--- config.mk ---
export PLATFORM = sky130hd
export DESIGN_NAME = barrel_shifter_16b
export DESIGN_NICKNAME = d
export VERILOG_FILES = /design/src/rtl/barrel_shifter_16b.sv
export SDC_FILE = /design/constraint.sdc
export NUM_CORES = 1
export LEC_CHECK = 0
export ABC_CLOCK_PERIOD_IN_PS = 9680
export CAP_MARGIN = 25
export CORE_UTILIZATION = 50
export CTS_BUF_LIST = sky130_fd_sc_hd__clkbuf_4
export DETAILED_ROUTE_END_ITERATION = 8
export GPL_ROUTABILITY_DRIVEN = 0
export PLACE_DENSITY = 0.93
export SYNTH_ARGS = -nofsm -noshare
export SYNTH_HDL_FRONTEND = slang
export SYNTH_SLANG_ARGS = --single-unit
--- constraint.sdc ---
create_clock -name clk -period 9.68 [get_ports clk]
set_input_delay 2.904 -clock clk [delete_from_list [all_inputs] [get_ports clk]]
set_output_delay 2.904 -clock clk [all_outputs]
set_load 0.005 [all_outputs]
--- src/rtl/barrel_shifter_16b.sv ---
// 16-bit logarithmic barrel shifter: rotate-left, sll, sra, srl by 0-15.
// Combinational result on out, plus a registered copy on out_q.
module barrel_shifter_16b (
  input  logic        clk,
  input  logic        rst,
  input  logic [15:0] in,
  input  logic [1:0]  op,
  input  logic [3:0]  shift,
  output logic [15:0] out,
  output logic [15:0] out_q
);

  localparam logic [1:0] OpRol = 2'b00;
  localparam logic [1:0] OpSll = 2'b01;
  localparam logic [1:0] OpSra = 2'b10;
  localparam logic [1:0] OpSrl = 2'b11;

  // One barrel stage; amt is always a power of two (1, 2, 4 or 8).
  function automatic logic [15:0] shift_stage(input logic [15:0] x, input logic [1:0] sel,
                                              input logic [3:0] amt);
    logic [15:0] r;
    r = x;
    unique case (sel)
      OpRol: r = (x << amt) | (x >> (5'd16 - {1'b0, amt}));
      OpSll: r = x << amt;
      OpSra: r = $signed(x) >>> amt;
      OpSrl: r = x >> amt;
      default: r = x;
    endcase
    return r;
  endfunction

  // Stages run LSB-first; sign fill for sra stays in[15] because bit 15 is preserved.
  always_comb begin
    logic [15:0] acc;
    acc = in;
    for (int k = 0; k < 4; k++) begin
      if (shift[k]) begin
        acc = shift_stage(acc, op, 4'(1 << k));
      end
    end
    out = acc;
  end

  always_ff @(posedge clk) begin
    if (rst) begin
      out_q <= 16'h0000;
    end else begin
      out_q <= out;
    end
  end

endmodule

# [Yosys cells after proc, flatten, opt, wreduce, memory -nomap -nowiden]
# Cells that the tools add are included.
[totals] reg_bits=16 word_cells=17 inputBits=24 output_inout_bits=32
[classes] eq_ne=3 n_bitwise=4 n_mux=8 n_reduce_logical=1
[ops] operator="16-bit one-hot mux with 4 select lines" count=4
[ops] operator="16-bit two-way mux" count=4
[ops] operator="16-bit by 1-bit bitwise OR with 16-bit output" count=1
[ops] operator="16-bit by 2-bit bitwise OR with 16-bit output" count=1
[ops] operator="16-bit by 4-bit bitwise OR with 16-bit output" count=1
[ops] operator="16-bit by 8-bit bitwise OR with 16-bit output" count=1
[ops] operator="2-bit equality test (second input constant)" count=2
[ops] operator="2-bit by 1-bit equality test with 1-bit output (second input constant)" count=1
[ops] operator="2-bit zero test" count=1

# [Depth between registers and ports, before layout]
[logic_depth] depth_word=12 depth_mapped=8

# [Least setup slack after synthesis]
# OpenSTA, ideal clock, no wires.
[synth_path] path_type="input-to-output" startpoint="input port op[1]" endpoint="output port out[0]" arrival_time_ns=4.154 stages=6 path_slack_ns=2.622 required_time_ns=6.776 path_cell_list="buf_6 -> buf_12 -> or4b_1 -> and2_4 -> or2_1 -> nand2_1"
[synth_via] elab_chain_len=12 elab_cells_between_ends=15 classes_between="eq/ne (3); mux (8); bitwise (3); reduce/logical (1)"
[synth_lines] item="start, declared" line_no="7" text="input logic [1:0] op,"
[synth_lines] item="2-bit equality test (tied with other cells)" line_no="23" text="unique case (sel)"
[synth_lines] item="16-bit one-hot mux with 4 select lines" line_no="23"
[synth_lines] item="16-bit two-way mux" line_no="38" text="if (shift[k]) begin"
[synth_lines] item="16-bit by 2-bit bitwise OR with 16-bit output" line_no="24" text="OpRol: r = (x << amt) | (x >> (5'd16 - {1'b0, amt}));"
[synth_lines] item="16-bit one-hot mux with 4 select lines" line_no="23"
[synth_lines] item="16-bit two-way mux" line_no="38"
[synth_lines] item="16-bit by 4-bit bitwise OR with 16-bit output" line_no="24"
[synth_lines] item="16-bit one-hot mux with 4 select lines" line_no="23"
[synth_lines] item="16-bit two-way mux" line_no="38"
[synth_lines] item="16-bit by 8-bit bitwise OR with 16-bit output" line_no="24"
[synth_lines] item="16-bit one-hot mux with 4 select lines" line_no="23"
[synth_lines] item="16-bit two-way mux (*)" line_no="38"
[synth_lines] item="end, declared" line_no="9" text="output logic [15:0] out,"
# Mark *: on every way between the ends. The rest lies on a longest branch, timed or not.

# [Final worst setup path]
[layout_path] startpoint="input port shift[2]" endpoint="output port out[8]"
[layout_via] elab_chain_len=4
[layout_lines] item="start, declared" line_no="8" text="input logic [3:0] shift,"
[layout_lines] item="16-bit two-way mux (*)" line_no="38"
[layout_lines] item="16-bit by 8-bit bitwise OR with 16-bit output" line_no="24"
[layout_lines] item="16-bit one-hot mux with 4 select lines" line_no="23"
[layout_lines] item="16-bit two-way mux (*)" line_no="38"
# Marks and branches as above.

==> reports/results.txt <==
Top cell by count, worst path -> clkdlybuf4s50_1
Number of library cell types mapped by synthesis -> 62
Effective utilization at floorplan -> 0.521
I/O Pins -> 56
Worst rel slew slack -> 0.341
Reg area -> 320 um2
Required time of the critical path -> 6780 ps
Root buf cell -> clkbuf_4
Layout cells sized above 1 -> 0.0590
Unrepaired setup endpoints after global routing -> false
Commonest non-fill, non-tap cell in the layout -> clkdlybuf4s50_1
Power density of the placed cells -> 89.1 mW/mm2
HP Class -> in -> reg
Remaining Overflow, GRT -> 0
Number of antenna violations at the first check in global routing -> 0
Hold buffers post-CTS -> 0
Period Utilization, post-route -> 0.911
Average size of a mapped cell -> 7.21 um2
Maximum count of clock buffers along a single path -> 2
Die Y -> 69.4 um
Top flop regs -> out_q: 16 flops
Final Max Tran Viols -> 0
Overall via count from detail_route -> 2,961
Cts bufs inserted -> 3
Critical path, cell by cell -> clkdlybuf4s50_1 -> inv_1 -> nor3_1 -> o21ai_0 -> a32oi_1 -> clkdlybuf4s50_1
Worst setup EP type -> output pin
Final count of negative-setup-slack endpoints -> 0
Max-cap viol count -> 0
Gate count of the mapped netlist -> 315
Area growth from synthesis to layout -> 23.6%
Top FF cell, synth -> dfxtp_1
Asr flop ratio synth -> 0
Post-route DRC violation count -> 0
Clock tree from TritonCTS -> yes
Leakage power -> 1.07 nW
Run status -> complete, no violations
Classification of the worst setup path -> in -> out
Wire length of the first global-routing pass -> 12.7 mm
Final routed wire length divided by cell count -> 18.9 um
Clk sinks -> 16
Post-synthesis net count -> 339
Final hold viol count -> 0
Slowest CP cell -> clkdlybuf4s50_1
Number of global-route vias before repair -> 2,681
Min-Delay Path Depth -> 4
Die area -> 0.00481 mm2
HPWL after detailed placement -> 5.94 mm
Final setup TNS -> 0 ps
Critical path's largest stage delay -> 1120 ps
Nets@finish -> 381
IR drop worst, VDD -> 36.1 uV
Overall fraction of global-route tracks in use -> 0.318
Detailed router's first-iteration violation count -> 532
Mapped Area -> 0.00227 mm2
Count of H-tree levels built during CTS -> 1
Largest driver fanout on the critical path -> 27
Critical path depth in cells -> 6
Sequential fraction of the synthesis area -> 0.141
Most frequent cells in the layout -> clkdlybuf4s50_1, nor2_1, mux2i_1
Number of flip-flops under the largest register name -> 16
Buffer and inverter count on the worst path -> 3
Pwr Total -> 0.000250 W
Filler instances -> 365
Largest register by flop count -> out_q
Worst-case hold slack -> 3520 ps
Post-CTS repair timing setup buffer count -> 0
Largest net degree at the start of global routing -> 47
Number of placement rows -> 24
Worst-path clk slew -> 90 ps
Launching element type of the critical path -> input port
Critical path's top delay family -> buffers and inverters
Number of enable-type register cells in the synthesized netlist -> 0
Max Fclk -> 0.113 GHz
Arrival time reported for the critical path endpoint -> 5910 ps
Detailed Routing Iterations Pass 1 -> 6
Yosys warns -> 0
FF+latch count, synth -> 16
Least-Margin Pin Slew -> 986 ps
Post-CTS sizing -> 0
Min Tclk post-route -> 8820 ps
Buffers added on ports -> 55
Post-detailed-route via-to-cell ratio -> 7.26
Horizontal extent of the die -> 69.4 um
Antenna diode count -> 0
Footprint of the multi-input gates -> 0.00178 mm2
Floorplan core area -> 0.00435 mm2
Number of nets with antenna violations after routing -> 0
Post-Route WL -> 7.73 mm
## cell type report
class | instances | share of cell area
flip-flops and latches | 16 | 0.114
repair buffers | 62 | 0.213
clock inverters | 1 | 0.00134
clock buffers | 3 | 0.00803
multi-input cells | 270 | 0.635
well taps | 52 | 0.0232
inverters | 4 | 0.00535
## logic make-up (layout without fill, tap and decap cells)
group                  Yosys count  after routing  share of synthesized area
and+or+nand+nor                125            125                      0.284
buffers and inverters           29             70                     0.0744
DFF                             16             16                      0.141
muxes                           31             31                      0.137
AOI/OAI and AO/OA              114            114                      0.363
## stage by stage
stage	worst slack (ps)	cells	cell area, um2	utilization
floorplan	2620	315	2270	-
detailed placement	1060	404	2780	0.638
CTS	1040	408	2810	0.644
global route	881	408	2810	0.644
finish	864	408	2810	0.644
global placement	1090	404	2780	0.638
## cells in the mapped netlist (2+ instances only)
master	n	area share
nor2_1	37	0.061
mux2i_1	31	0.14
nand2_1	18	0.030
o21ai_0	18	0.040
a21oi_1	17	0.037
dfxtp_1	16	0.14
a211oi_1	15	0.050
nor3_1	13	0.029
nand2b_1	12	0.033
buf_2	11	0.024
nor2b_1	9	0.025
o22ai_1	9	0.025
a31oi_1	7	0.019
clkbuf_1	7	0.012
or2_1	7	0.019
nand3_1	5	0.011
o31ai_1	5	0.017
or3_1	4	0.011
a211oi_2	3	0.017
a221oi_1	3	0.012
a22oi_1	3	0.0099
and2_1	3	0.0083
buf_6	3	0.015
nand3b_1	3	0.0099
nor4_1	3	0.0083
o221ai_1	3	0.012
o32ai_1	3	0.012
a21o_1	2	0.0066
a311oi_2	2	0.013
a32oi_1	2	0.0077
buf_4	2	0.0066
inv_1	2	0.0033
o211ai_1	2	0.0066
o21a_1	2	0.0066
o311a_1	2	0.0088
o311ai_0	2	0.0077
o32a_1	2	0.0088
or2_2	2	0.0055
or3b_1	2	0.0077
## worst paths after layout
kind	startpoint	to	slack, ps
setup / recovery	shift[2]	out[8]	860
hold / removal	shift[3]	out_q[14]$_SDFF_PP0_	3520
## where the power goes
| part | internal [W] | switching, W | total [W] |
|---|---|---|---|
| clock network | 0.0000149 | 0.0000192 | 0.0000341 |
| logic | 0.0000668 | 0.0000761 | 0.000143 |
| registers | 0.0000717 | 0.00000133 | 0.0000730 |
## worst min-delay path: stages
cell	delay [ps]
clkdlybuf4s50_1	390
buf_4	210
o2bb2ai_1	180
nor3_1	50
## layer usage
metal,up-vias,GRT usage,part of all wire
met1,1301,0.412,0.37
met2,305,0.494,0.43
met3,62,0.0756,0.14
li1,1293,-,-
met4,0,0.150,0.055
met5,-,0,0
Power figures use the tool's default switching activity.
